`src/rtl/param_frame_pkg.sv`:
```
// -----------------------------------------------------------------------------
// param_frame_pkg
// Shared types and helpers for the parameter frame loader.
//   pfl_state_e : loader FSM states (CHK only reachable with PFL_CHECKSUM_EN)
//   nbytes()    : payload bytes per frame for a given word width / word count
//   CNT_W       : byte-counter width for the default 2x32 configuration
// -----------------------------------------------------------------------------
package param_frame_pkg;

   typedef enum logic [1:0] {
      IDLE = 2'd0,
      LOAD = 2'd1,
      CHK  = 2'd2,
      WAIT = 2'd3
   } pfl_state_e;

   function automatic int nbytes(input int word_w, input int num_words);
      return (num_words * word_w) / 8;
   endfunction

   localparam int DEF_WORD_W    = 32;
   localparam int DEF_NUM_WORDS = 2;
   localparam int DEF_NB        = nbytes(DEF_WORD_W, DEF_NUM_WORDS);
   // Counter must also hold NB while a checksum byte is pending.
   localparam int CNT_W         = $clog2(DEF_NB + 2);

endpackage : param_frame_pkg

```
`src/rtl/pin_sync_edge.sv`:
```
// -----------------------------------------------------------------------------
// pin_sync_edge
// Brings a group of asynchronous pins into the clk domain through SYNC_STAGES
// flops and flags the rising edge of the group's top bit (the qualifier pin).
// Ports:
//   clk, rst_n : clock, asynchronous active-low reset
//   d   [W]    : raw asynchronous pins; d[W-1] is the edge-detected pin
//   q   [W]    : synchronised, registered level of d
//   rise       : one-cycle pulse when q[W-1] goes 0 -> 1
// -----------------------------------------------------------------------------
module pin_sync_edge #(
   parameter int W           = 1,
   parameter int SYNC_STAGES = 2
) (
   input  logic         clk,
   input  logic         rst_n,
   input  logic [W-1:0] d,
   output logic [W-1:0] q,
   output logic         rise
);

   logic [SYNC_STAGES-1:0][W-1:0] sync_q;
   logic                          hist_q;

   always_ff @(posedge clk or negedge rst_n) begin
      if (!rst_n) begin
         // NOTE: the whole chain is reset (it is a handful of flops, not a RAM)
         // so the edge history starts low and no phantom edge follows reset.
         sync_q <= '0;
         hist_q <= 1'b0;
      end else begin
         // NOTE: non-blocking assignments make every stage sample the previous
         // stage's old value, which is what forms the shift chain.
         sync_q[0] <= d;
         for (int i = 1; i < SYNC_STAGES; i++) begin
            sync_q[i] <= sync_q[i-1];
         end
         hist_q <= sync_q[SYNC_STAGES-1][W-1];
      end
   end

   assign q    = sync_q[SYNC_STAGES-1];
   assign rise = q[W-1] & ~hist_q;

endmodule : pin_sync_edge

```
`src/rtl/param_frame_loader.sv`:
```
// -----------------------------------------------------------------------------
// param_frame_loader
// Assembles NUM_WORDS signed WORD_W-bit parameter words from a byte-wide,
// asynchronously strobed pin stream and commits the frame to eig_core with a
// one-cycle start pulse once the core is idle.
// Optional feature macro: PFL_CHECKSUM_EN (one checksum byte per frame, frame
// accepted only if payload + checksum sums to 0 mod 256; otherwise err_o).
// Ports:
//   clk, rst_n : clock, asynchronous active-low reset
//   ena        : block enable; low freezes the FSM and drops pin edges
//   data_in    : byte pins (async)
//   strobe_in  : byte strobe pin (async), rising edge = byte valid
//   fsync_in   : frame-sync pin (async), rising edge = abort / restart frame
//   core_busy  : downstream busy, blocks the commit while high
//   words_o    : committed words, word k at [k*WORD_W +: WORD_W]
//   start_o    : one-cycle pulse, aligned with the cycle words_o is updated
//   loading_o  : high while a frame is partially received
//   err_o      : sticky checksum error, cleared by the next frame's first byte
// -----------------------------------------------------------------------------
module param_frame_loader
   import param_frame_pkg::*;
#(
   parameter int WORD_W      = 32,
   parameter int NUM_WORDS   = 2,
   parameter int SYNC_STAGES = 2
) (
   input  logic                          clk,
   input  logic                          rst_n,
   input  logic                          ena,
   input  logic [7:0]                    data_in,
   input  logic                          strobe_in,
   input  logic                          fsync_in,
   input  logic                          core_busy,
   output logic [NUM_WORDS*WORD_W-1:0]   words_o,
   output logic                          start_o,
   output logic                          loading_o,
   output logic                          err_o
);

   localparam int NB    = nbytes(WORD_W, NUM_WORDS);
   localparam int CW    = $clog2(NB + 2);
   localparam int TOT_W = NUM_WORDS * WORD_W;

   // State entered after the last payload byte.
`ifdef PFL_CHECKSUM_EN
   localparam pfl_state_e FULL_ST = CHK;
`else
   localparam pfl_state_e FULL_ST = WAIT;
`endif

   // --------------------------------------------------------------------------
   // Pin synchronisers. Strobe and data travel together so the captured byte
   // is the one that was on the pins when the strobe rose.
   // --------------------------------------------------------------------------
   logic [7:0] byte_data;
   logic       strobe_lvl_unused;
   logic       byte_rise;
   logic       fsync_lvl_unused;
   logic       fsync_rise;

   pin_sync_edge #(.W(9), .SYNC_STAGES(SYNC_STAGES)) u_byte_sync (
      .clk   (clk),
      .rst_n (rst_n),
      .d     ({strobe_in, data_in}),
      .q     ({strobe_lvl_unused, byte_data}),
      .rise  (byte_rise)
   );

   pin_sync_edge #(.W(1), .SYNC_STAGES(SYNC_STAGES)) u_fsync_sync (
      .clk   (clk),
      .rst_n (rst_n),
      .d     (fsync_in),
      .q     (fsync_lvl_unused),
      .rise  (fsync_rise)
   );

   // Edges arriving while disabled are simply lost; the synchroniser history
   // keeps running so re-enabling never manufactures an edge.
   logic byte_ev;
   logic fsync_ev;

   assign byte_ev  = byte_rise  & ena;
   assign fsync_ev = fsync_rise & ena;

   // --------------------------------------------------------------------------
   // FSM
   // --------------------------------------------------------------------------
   pfl_state_e state_q, state_d;

   logic [CW-1:0]    cnt_q;
   logic [TOT_W-1:0] shadow_q;
   logic [TOT_W-1:0] shadow_words;
   logic [TOT_W-1:0] words_q;
   logic             start_q;

   logic capture;
   logic discard;
   logic commit;
   logic last_byte;

   assign last_byte = (cnt_q == CW'(NB - 1));

`ifdef PFL_CHECKSUM_EN
   logic [7:0] sum_q;
   logic [7:0] sum_chk;
   logic       err_q;
   logic       err_set;
   logic       err_clr;

   assign sum_chk = sum_q + byte_data;
`endif

   always_ff @(posedge clk or negedge rst_n) begin
      if (!rst_n) begin
         state_q <= IDLE;
      end else begin
         state_q <= state_d;
      end
   end

   always_comb begin
      // NOTE: every output of this block gets a default first, so no path
      // through the case can leave one unassigned and infer a latch.
      state_d = state_q;
      capture = 1'b0;
      discard = 1'b0;
      commit  = 1'b0;
`ifdef PFL_CHECKSUM_EN
      err_set = 1'b0;
      err_clr = 1'b0;
`endif
      case (state_q)
         IDLE: begin
            // fsync wins over a simultaneous byte edge.
            if (fsync_ev) begin
               discard = 1'b1;
            end else if (byte_ev) begin
               capture = 1'b1;
`ifdef PFL_CHECKSUM_EN
               err_clr = 1'b1;
`endif
               state_d = last_byte ? FULL_ST : LOAD;
            end
         end
         LOAD: begin
            if (fsync_ev) begin
               discard = 1'b1;
               state_d = IDLE;
            end else if (byte_ev) begin
               capture = 1'b1;
               if (last_byte) begin
                  state_d = FULL_ST;
               end
            end
         end
`ifdef PFL_CHECKSUM_EN
         CHK: begin
            if (fsync_ev) begin
               discard = 1'b1;
               state_d = IDLE;
            end else if (byte_ev) begin
               if (sum_chk == 8'h00) begin
                  state_d = WAIT;
               end else begin
                  err_set = 1'b1;
                  discard = 1'b1;
                  state_d = IDLE;
               end
            end
         end
`endif
         WAIT: begin
            // Byte and fsync edges are ignored here; only the commit matters.
            if (ena && !core_busy) begin
               commit  = 1'b1;
               state_d = IDLE;
            end
         end
         default: begin
            state_d = IDLE;
         end
      endcase
   end

   // --------------------------------------------------------------------------
   // Datapath. Bytes shift in MSB-first, so the first received word ends up in
   // the top of shadow_q; the word order is reversed on the way to words_o.
   // --------------------------------------------------------------------------
   always_comb begin
      shadow_words = '0;
      for (int k = 0; k < NUM_WORDS; k++) begin
         shadow_words[k*WORD_W +: WORD_W] = shadow_q[(NUM_WORDS-1-k)*WORD_W +: WORD_W];
      end
   end

   always_ff @(posedge clk or negedge rst_n) begin
      if (!rst_n) begin
         cnt_q    <= '0;
         shadow_q <= '0;
         words_q  <= '0;
         start_q  <= 1'b0;
      end else begin
         start_q <= commit;
         if (discard || commit) begin
            cnt_q    <= '0;
            shadow_q <= '0;
         end else if (capture) begin
            cnt_q    <= cnt_q + CW'(1);
            shadow_q <= (shadow_q << 8) | TOT_W'(byte_data);
         end
         if (commit) begin
            words_q <= shadow_words;
         end
      end
   end

`ifdef PFL_CHECKSUM_EN
   always_ff @(posedge clk or negedge rst_n) begin
      if (!rst_n) begin
         sum_q <= 8'h00;
         err_q <= 1'b0;
      end else begin
         if (discard || commit) begin
            sum_q <= 8'h00;
         end else if (capture) begin
            sum_q <= sum_chk;
         end
         if (err_set) begin
            err_q <= 1'b1;
         end else if (err_clr) begin
            err_q <= 1'b0;
         end
      end
   end

   assign err_o = err_q;
`else
   assign err_o = 1'b0;
`endif

   assign words_o   = words_q;
   assign start_o   = start_q;
   assign loading_o = (state_q == LOAD);

endmodule : param_frame_loader
```
`config.mk`:
```
export PLATFORM = sky130hd
export DESIGN_NAME = param_frame_loader
export DESIGN_NICKNAME = d
export VERILOG_FILES = /design/src/rtl/param_frame_pkg.sv /design/src/rtl/pin_sync_edge.sv /design/src/rtl/param_frame_loader.sv
export SDC_FILE = /design/constraint.sdc
export NUM_CORES = 1
export LEC_CHECK = 0
export BUFFER_PORTS_ARGS = -buffer_cell sky130_fd_sc_hd__buf_2
export CELL_PAD_IN_SITES_DETAIL_PLACEMENT = 1
export CELL_PAD_IN_SITES_GLOBAL_PLACEMENT = 1
export CORE_ASPECT_RATIO = 0.9
export CORE_UTILIZATION = 47
export DETAILED_ROUTE_END_ITERATION = 6
export PLACE_DENSITY_LB_ADDON = 0.3
export REMOVE_ABC_BUFFERS = 1
export SKIP_CTS_REPAIR_TIMING = 1
export SYNTH_ARGS = -nofsm -noshare
export SYNTH_HDL_FRONTEND = slang
export SYNTH_SLANG_ARGS = --single-unit
export TNS_END_PERCENT = 1
```
`constraint.sdc`:
```
create_clock -name clk -period 1.7 [get_ports clk]
set_input_delay 0.34 -clock clk [delete_from_list [all_inputs] [get_ports clk]]
set_output_delay 0.34 -clock clk [all_outputs]
set_load 0.05 [all_outputs]
```
After elaboration in Yosys (flattened, before gate mapping):

Index checks and enable logic that the tools add are counted.
Widths: inputs -> output; s select.

* register bits: 157
* output and inout port bits: 67
* logic and storage cells: 53

* $add $sub $neg: 1
* equality and inequality tests: 8
* multiplexer cells: 19
* bitwise gates (word level): 7
* reductions and logical operators: 7

Operators by type and width (count)
* $mux 64: 2
* $or 64x8->64: 1
* $mux 2: 7
* $mux 4: 2
* $mux 1: 7
* $ne 2x2->1 const B: 3
* $ne 3x1->1 const B: 2
* $pmux 2 s3: 1
* $reduce_and 5->1: 1
* $add 4x1->4 const B: 1
* $and 1x1->1: 4
* $eq 4x3->1 const B: 1
* $eq 2x1->1 const B: 1
* $eq 2x2->1 const B: 1
* $logic_not 2->1: 1
* $not 1->1: 2
* $reduce_bool 2->1: 1
* $reduce_or 2->1: 1
* $logic_and 1x1->1: 1
* $logic_not 1->1: 1
* $logic_or 1x1->1: 1

Logic depth before layout (Yosys ltp):

* depth after elaboration: 8
* gate-level depth with buffers: 6
* gate-level depth less buffers: 4

Modules after synthesis:

From an unflattened synthesis, not the netlist that was laid out.

* cell total of the unflattened synthesis: 349
* area, all modules: 5646.7 µm²

Modules (own cells, without submodules)
* param_frame_loader: times used 1, cells an instance 316, area an instance 5001.0 µm²
* pin_sync_edge at u_byte_sync: times used 1, cells an instance 29, area an instance 556.8 µm²
* pin_sync_edge at u_fsync_sync: times used 1, cells an instance 4, area an instance 88.8 µm²

Least setup slack after synthesis:

Ideal clock, no wire load.

* path type: flip-flop to output port
* from: register state_q[1]
* to: output port loading_o
* data arrival time: 1.114 ns
* required time: 1.360 ns
* slack: 0.246 ns
* stages on the path, launching flop included: 2
* buffers on the path: 0
* path through: dfrtp_1 nor2b_1

* longest elaborated chain between the ends: 1

Ends and longest elaborated chain
* from (decl): RTL line param_frame_loader.sv:88 `pfl_state_e state_q, state_d;`
* from (signal assigned): RTL line param_frame_loader.sv:117 `state_q <= state_d;`
* $eq 2x1->1: RTL line param_frame_loader.sv:243 `assign loading_o = (state_q == LOAD);`
* to (decl): RTL line param_frame_loader.sv:36 `output logic loading_o,`

No other way between the ends.

Worst setup path in the final report:

Ends and elaborated chain as after synthesis.

==> impl_metrics.toml <==
[run_status]
status = "complete, no violations"

[flow_run]
drv_cap = 0

[hold_path]
whs_endpoint = "u_byte_sync.sync_q[5]"
hp-class = "in -> reg"
timing.hold.worst_path_depth = 1
hp-start = "data_in[5]"

[synthesis]
async_flop_share = 1.00
synth_edf_count = 0
avgSynthCellArea_um2 = 14.2
synth_cell_type_count = 27
netlist.area_leader.share = 0.660
ys.flop_type = "dfrtp_1"
synth_most_common_cell = "dfrtp_1"
syn_inst = 418
syn_area_mm2 = 0.00595
ys_ff_latch = 157
ys_warn_count = 0
seq_area_frac_synth = 0.660
synthTopCellsByArea = "dfrtp_1 (66%), mux2_2 (12%), o2bb2ai_1 (9.6%)"
yosys.area.top_type = "dfrtp_1"
synth_common_cells = "dfrtp_1 (157), o21ai_0 (67), o2bb2ai_1 (65)"

[critical_path]
cp.arrival_ns = 1.27
end_kind = "output port"
critPathMaxFanout = 7
path_class = "reg -> out"
reg2reg_slack_ns = 0.15
worstRegToRegCells = 4
startpoint_type = "flip-flop"
cp.required_ns = 1.36
worstReg2RegStart = "u_fsync_sync.q"
worstReg2RegEnd = "shadow_q[49]"

[clock_tree]
clk_pin_slew_worst_paths_ns = 0.06
cts_made_buffers = 17
h-tree-depth = 4
worstSkewPairLatency_ns = 0.42
cts_root_buffer = "clkbuf_16"
cts_tree = "yes"
cts.sinks = 157
clockBufferDepth = 2

[final_layout]
stdcell_count = 667
diodes = 0
drive_gt1_frac = 0.385
nNetsFinal = 514
synthToLayoutAreaGrowth_pct = 20.5

[routing]
route.detailed.drc = 0
drtAntennaViolNets = 0
via_per_inst = 5.54
num_vias = 3694
drt-initial-drc-count = 192
wirelength_um = 12300
wl_per_cell_um = 18.4
first_pass_iters = 4

[timing]
setup_slack_ns = 0.0880
finClkSkew_ns = 0.00499
max_freq_ghz = 0.620
fin_crit_sh = 0.948
maxSlewViolCount = 0
setup_viol = 0
final_hold_viol_count = 0
setup_tns_ns = 0
finalCriticalPeriod_ns = 1.61
rsz0062_at_grt = "no"

[floorplanning]
core_mm2 = 0.0122
ios = 81
dieHeight_um = 109
die-area_mm2 = 0.0131
die_w_um = 121
initial_core_util = 0.489
rows = 38

[placement]
post-dp-hpwl_um = 7720
gp_congestion = 0.716
portBuffers = 79
dp_cells = 639
place_ws_ns = 0.165

[pwr]
power.total_mw = 7.62
p_per_area_mw_per_mm2 = 1060
peakVddDrop_mv = 0.808
leakage_nw = 3.56

[global_routing]
track_usage = 0.213
grt_max_degree = 45
grt_pass1_wl_um = 20800
antenna_found_initial = 0
grt_overflow = 0
grt_pass1_vias = 3981
layout make-up:
cell class | instances | area [um^2]
inverters | 2 | 7.51
multi-input cells | 221 | 1840
flip-flops and latches | 157 | 3930
clock buffers | 25 | 505
fillers | 1196 | 5000
well taps | 160 | 200
clock inverters | 2 | 10.0
repair buffers | 100 | 674
kinds of logic (layout without fill, tap and decap cells):
| logic type | Yosys count | count (layout) | synth area share |
|---|---|---|---|
| multiplexers | 64 | 64 | 0.121 |
| adder cells (fa/ha/maj) | 1 | 1 | 0.00210 |
| buffers and inverters | 40 | 129 | 0.0351 |
| AO/OA/AOI/OAI | 139 | 139 | 0.161 |
| AND/OR/NAND/NOR | 16 | 16 | 0.0193 |
| other | 1 | 1 | 0.000630 |
| flip-flops | 157 | 157 | 0.660 |
report_power, final:
group	internal, mW	leakage, nW	total, mW	switching (mW)
clock network	2.01	0.257	3.34	1.33
logic	0.116	1.17	0.355	0.239
registers	3.85	2.13	3.93	0.0793
registers in the layout (all words and copies together) (netlist names):
signal               flops
state_q                  2
u_byte_sync.sync_q       9
start_o                  1
u_byte_sync.q            9
cnt_q                    4
u_fsync_sync.hist_q      1
u_byte_sync.hist_q       1
words_o                 64
u_fsync_sync.sync_q      1
shadow_q                64
u_fsync_sync.q           1
worst max path at each step:
stage | startpoint | to | slack [ns] | depth (start not counted)
finish | state_q[1] | loading_o | 0.09 | 2
global route | u_fsync_sync.q | shadow_q[58] | 0.03 | 4
CTS | state_q[1] | loading_o | 0.07 | 2
detailed placement | u_fsync_sync.q | shadow_q[10] | 0.16 | 4
global placement | core_busy | words_o[39] | 0.26 | 5
floorplan | state_q[1] | cnt_q[0] | -2.98 | 3
critical path, stage by stage, from the launching register on:
cell and delay [ns]:
dfrtp_1 0.45, nor2b_1 0.13, buf_2 0.27
metal layers:
layer	wire length (um)	vias to the layer above	global-route usage
met5	0	-	0
met4	176	0	0.0750
met3	398	16	0.0638
met2	6130	73	0.343
met1	5570	1909	0.275
li1	-	1696	-
metrics by stage:
stage | hold WS [ns] | utilization | instance area [um^2]
2_1_floorplan | 0.0444 | - | 5750
3_3_place_gp | 0.260 | 0.546 | 6640
3_5_place_dp | 0.263 | 0.546 | 6640
4_1_cts | -0.189 | 0.588 | 7160
5_1_grt | 0.00103 | 0.589 | 7170
6_report | 0.0250 | 0.589 | 7170
layout by cell type (no fill, tap or decap), drive strengths merged, types with 3 or more instances in the layout:
master,netlist,final
clkbuf,15,25
o21ai,68,68
dfrtp,157,157
nor2b,3,3
mux2,64,64
o2bb2ai,65,65
buf,23,99
(Power assumes the default switching activity.)
